==> src/rtl/baud_rate_generator_pkg.sv <==
// Shared SPI definitions: mode encodings, divisor width and the half-period helper.
package baud_rate_generator_pkg;

    localparam int unsigned DivWidth = 12;

    typedef enum logic [1:0] {
        ModeRun  = 2'b00,
        ModeWait = 2'b01,
        ModeStop = 2'b10
    } spi_mode_e;

    // Half sclk period in pclk cycles: (sppr+1) << spr, at most 8 << 7 = 1024.
    function automatic logic [DivWidth-1:0] half_period(input logic [2:0] sppr,
                                                        input logic [2:0] spr);
        logic [DivWidth-1:0] base;
        base = {{(DivWidth-3){1'b0}}, sppr} + DivWidth'(1);
        return base << spr;
    endfunction

endpackage

==> src/rtl/baud_rate_generator.sv <==
// SPI baud rate generator: divides pclk down to sclk and emits one-pclk strobes
// ahead of each sclk edge for the shift-in and shift-out logic.
module baud_rate_generator
    import baud_rate_generator_pkg::*;
(
    input  logic                pclk,
    input  logic                preset_n,
    input  logic [1:0]          spi_mode,
    input  logic                spiswai,
    input  logic [2:0]          sppr,
    input  logic [2:0]          spr,
    input  logic                cpol,
    input  logic                cpha,
    input  logic                ss,
    output logic                sclk,
    output logic                miso_receive_sclk,
    output logic                miso_receive_sclk0,
    output logic                mosi_send_sclk,
    output logic                mosi_send_sclk0,
    output logic [DivWidth-1:0] baud_rate_divisor
);

    logic [DivWidth-1:0] half;
    logic [DivWidth-1:0] half_m1;
    logic [DivWidth-1:0] count_q, count_d;
    logic                sclk_q, sclk_d;
    logic                run;
    logic                run_eff;
    logic                at_limit;
    logic                sclk_edge;

    // cpha only matters to the consumers of the strobes.
    logic unused_cpha;
    assign unused_cpha = cpha;

    // Divider setting and run qualification.
    always_comb begin
        half              = half_period(sppr, spr);
        half_m1           = half - DivWidth'(1);
        baud_rate_divisor = half << 1;
        run               = !ss && ((spi_mode == ModeRun) ||
                                    ((spi_mode == ModeWait) && !spiswai));
        // Strobes must stay low while reset is held, so gate run with it.
        run_eff           = run && preset_n;
        // >= rather than == so a shrinking half toggles at once instead of wrapping.
        at_limit          = (count_q >= half_m1);
        sclk_edge         = run_eff && at_limit;
    end

    // Next-state for the period counter and sclk.
    always_comb begin
        count_d = count_q;
        sclk_d  = sclk_q;
        if (!run) begin
            count_d = '0;
            sclk_d  = cpol;
        end else if (at_limit) begin
            count_d = '0;
            sclk_d  = ~sclk_q;
        end else begin
            count_d = count_q + DivWidth'(1);
        end
    end

    // State register with asynchronous reset.
    always_ff @(posedge pclk or negedge preset_n) begin
        if (!preset_n) begin
            count_q <= '0;
            sclk_q  <= 1'b0;
        end else begin
            count_q <= count_d;
            sclk_q  <= sclk_d;
        end
    end

    // Strobe decode: the pair fired depends on which sclk edge comes next.
    always_comb begin
        miso_receive_sclk  = 1'b0;
        miso_receive_sclk0 = 1'b0;
        mosi_send_sclk     = 1'b0;
        mosi_send_sclk0    = 1'b0;
        if (sclk_edge) begin
            if (!sclk_q) begin
                // Rising edge follows.
                miso_receive_sclk = 1'b1;
                mosi_send_sclk0   = 1'b1;
            end else begin
                // Falling edge follows.
                miso_receive_sclk0 = 1'b1;
                mosi_send_sclk     = 1'b1;
            end
        end
    end

    assign sclk = sclk_q;

endmodule

==> config.mk <==
export PLATFORM = sky130hd
export DESIGN_NAME = baud_rate_generator
export DESIGN_NICKNAME = d
export VERILOG_FILES = /design/src/rtl/baud_rate_generator_pkg.sv /design/src/rtl/baud_rate_generator.sv
export SDC_FILE = /design/constraint.sdc
export NUM_CORES = 1
export LEC_CHECK = 0
export CELL_PAD_IN_SITES_DETAIL_PLACEMENT = 0
export CELL_PAD_IN_SITES_GLOBAL_PLACEMENT = 1
export CORE_MARGIN = 8
export CORE_UTILIZATION = 38
export DETAILED_ROUTE_END_ITERATION = 16
export PLACE_DENSITY_LB_ADDON = 0.1
export SKIP_LAST_GASP = 1
export SYNTH_ARGS = -nofsm -noshare
export SYNTH_HDL_FRONTEND = slang
export SYNTH_SLANG_ARGS = --single-unit
==> constraint.sdc <==
create_clock -name pclk -period 5.83 [get_ports pclk]
set_input_delay 1.166 -clock pclk [delete_from_list [all_inputs] [get_ports pclk]]
set_output_delay 1.166 -clock pclk [all_outputs]
set_load 0.005 [all_outputs]
==> results of run 1 <==
==> area by class of cell <==
type	instances	area (um2)
Fill cell	379	1750
Multi-Input combinational cell	164	1250
Timing Repair Buffer	62	546
Sequential cell	13	325
Tap cell	50	62.6
Clock buffer	4	45.0
Inverter	7	26.3
==> critical path, cell delays in order <==
cell	delay [ns]
clkdlybuf4s50_1	0.47
buf_6	0.13
and4b_2	0.25
o31ai_4	0.27
a41oi_2	0.22
nand2b_4	0.22
a2111oi_4	0.29
xnor2_1	0.14
ha_1	0.20
a21o_1	0.17
a21o_1	0.16
a21o_1	0.18
a211oi_4	0.31
nor3b_2	0.09
dlygate4sd2_1	0.28
==> cells by family (layout without fill, tap and decap cells) <==
kind of cell               after synthesis  in the layout
DFF                                     13             13
and+or+nand+nor                         90             90
buffers and inverters                   17             73
adders and majority gates               15             15
xor gates and xnor gates                18             18
AOI/OAI and AO/OA                       38             38
muxes                                    2              2
other                                    1              1
==> synth_stat cells, types with 2 or more instances <==
cell type / count
a21o_1: 5
nand3_1: 5
nor3_1: 4
a211o_1: 2
and2_1: 2
clkbuf_1: 4
dfrtp_1: 13
a21oi_1: 6
nor2b_1: 3
buf_4: 3
ha_1: 15
o21a_1: 2
nor2_1: 31
buf_2: 2
and3b_4: 2
o21ai_0: 6
xor2_1: 6
nor3_2: 2
inv_1: 6
xnor2_1: 12
nand4_1: 4
nand2_1: 23
nand3b_1: 2
or2_2: 2
==> worst max-delay path by stage <==
stage	start	to	slack, ns	cells past startpoint
3_3_place_gp	sppr[0]	miso_receive_sclk0	-0.18	15
4_1_cts	sppr[1]	miso_receive_sclk0	-0.17	15
5_1_grt	spr[0]	mosi_send_sclk	-0.01	15
2_1_floorplan	sppr[0]	mosi_send_sclk	0.68	15
3_5_place_dp	sppr[1]	mosi_send_sclk	-0.26	14
6_report	spr[0]	mosi_send_sclk	0.11	15
==> power by group through the flow <==
stage               Combinational [uW]  Clock (uW)  Sequential (uW)
detailed placement                 131           0             94.2
CTS                                134        81.6             92.7
floorplan                         76.6           0             94.1
global route                       157        85.4             93.1
finish                             142        79.1             92.8
global placement                   129           0             94.1
==> routing by layer <==
metal,global-route usage,part of all wire
met3,0.0201,0.026
met1,0.144,0.42
met4,0.0382,0.010
met5,0,0
met2,0.247,0.54
==> stage by stage <==
| step | instance area (um2) | total power [uW] | worst slack (ns) | utilization |
|---|---|---|---|---|
| after global routing | 2250 | 335 | -0.0132 | 0.563 |
| after floorplan | 1580 | 171 | 0.676 | - |
| final | 2250 | 314 | 0.110 | 0.563 |
| after CTS | 2140 | 308 | -0.169 | 0.536 |
| after global placement | 2080 | 223 | -0.182 | 0.519 |
| after detailed placement | 2080 | 226 | -0.255 | 0.519 |
==> state kept, by name (all words and copies together) (netlist names) <==
register	count
count_q	12
sclk	1
==> what timing repair did <==
item	in CTS	in global routing
gates resized for setup	9	13
pin swaps	4	9
setup endpoints to repair	4	4
hold endpoints to repair	0	0
setup buffers	0	6
==> metrics, run 1 <==
status finished clean; GRT Total Usage 0.131; Clock transition at path regs 0.05 ns; Post-Syn Nets 223; GPL Wtd Cong 0.779; power density cells 139 nW/um2; commonest non-fill, non-tap cell in the layout buf_4; wirelength, routed 4220 um; Sequential Power Share 0.296; worst r2r src count_q[0]$_DFF_PN0_; # setup viols final 0; Vias/cell 5.13; Switching Fraction 0.319; max-slew violation count 0; Seq cells post-synth 13; CTS max path bufs 2; reg2reg setup slack 3.40 ns; Lkg Pwr 0.00105 uW; hold path startpoint count_q[0]$_DFF_PN0_; min Tclk post-route 5.72 ns; drt first-iter violations 49; part of the power in combinational logic 0.452; Chip Height 80.5 um; gr ovfl total 0; placed insts 290; DRC viols 0; Yosys cell types 56; Die W 80.5 um; Post-synth EDFFs 0; Tcrit/Tclk final 0.981; Reg2Reg Depth 10; H-Tree Depth 1; Synth area leader dfrtp_1; Synth Area in XOR/XNOR 0.0997; switching pwr 100 uW; post-synthesis mux area share 0.0134; final hold slack 0.485 ns; dpl hpwl 3340 um; most frequent cells in the layout 33 x buf_4, 31 x nor2_1, 23 x nand2_1, 21 x clkdlybuf4s50_1; Post-CTS Hold Fix Bufs 0; first-pass GRT wire length 6940 um; Worst Setup Start Kind input pin; CTS Buf Count 3; DR vias 1539; # rows 23; Mapped Cells 194; Initial Util 0.395; Compound-Gate Fraction of Synth Area 0.209; vias in the first global route 1552; initial antenna violation count 0; largest net degree at the start of global routing 17; TNS Setup 0 ns; yosys warns 0; Hold Vio Cnt, Final 0; Syn Std Cell Area 1580 um2; Layout area overhead 42.4%; Internal 214 uW; Hold EP count_q[0]$_DFF_PN0_; critical path class input pin to output port; DRT Pass-1 Iters 4; Synth Area in Adders 0.119; largest cells by area after synthesis dfrtp_1 21%, ha_1 12%, nor2_1 7.4%; TritonCTS Sinks 13; post-route insts no fill 300; layout cells sized above 1 0.256; Top FF cell, synth dfrtp_1; Worst Path Required 4.66 ns; simple-gate area share of the yosys netlist 0.297; max frequency 175 MHz; CTS tree done; largest family of logic cells by synthesized area simple AND/OR/NAND/NOR gates; worst path arrival time 4.55 ns; port buffer count 28; post-layout net count 280; hold depth 1; Avg Inst Size Synth 8.15 um2; fraction of synthesized cell area taken by the top area cell type 0.206; Post-DRT Antenna Nets 0; FF-to-FF End count_q[5]$_DFF_PN0_; clock network power share 0.252; # Max-Cap Violations 0; core area 4000 um2; Clock Latency Late Sink 0.24 ns; root buffer cell clkbuf_8; wire per inst 14.1 um; Tightest Hold Check Type flip-flop to flip-flop; register area share after synthesis 0.206; clk_skew 0.00198 ns; crit-path max FO 8; Die ar. 6480 um2; I/O pins 31; Worst setup EP type output port; # diodes 0; asr flop ratio synth 1.00; peak supply drop 0.126 mV
No activity file was read; power rests on OpenSTA's default activity.
==> run 2, diff against run 1 <==
Settings changed: CTS_CLUSTER_SIZE set to 10.
==> results of run 2 <==
The final DEF is identical to that of run 1; final timing and power are the same.
==> run 3, diff against run 2 <==
Settings changed: CTS_CLUSTER_SIZE 10 to not set.
==> results of run 3 <==
The final DEF is identical to that of run 1; final timing and power are the same.
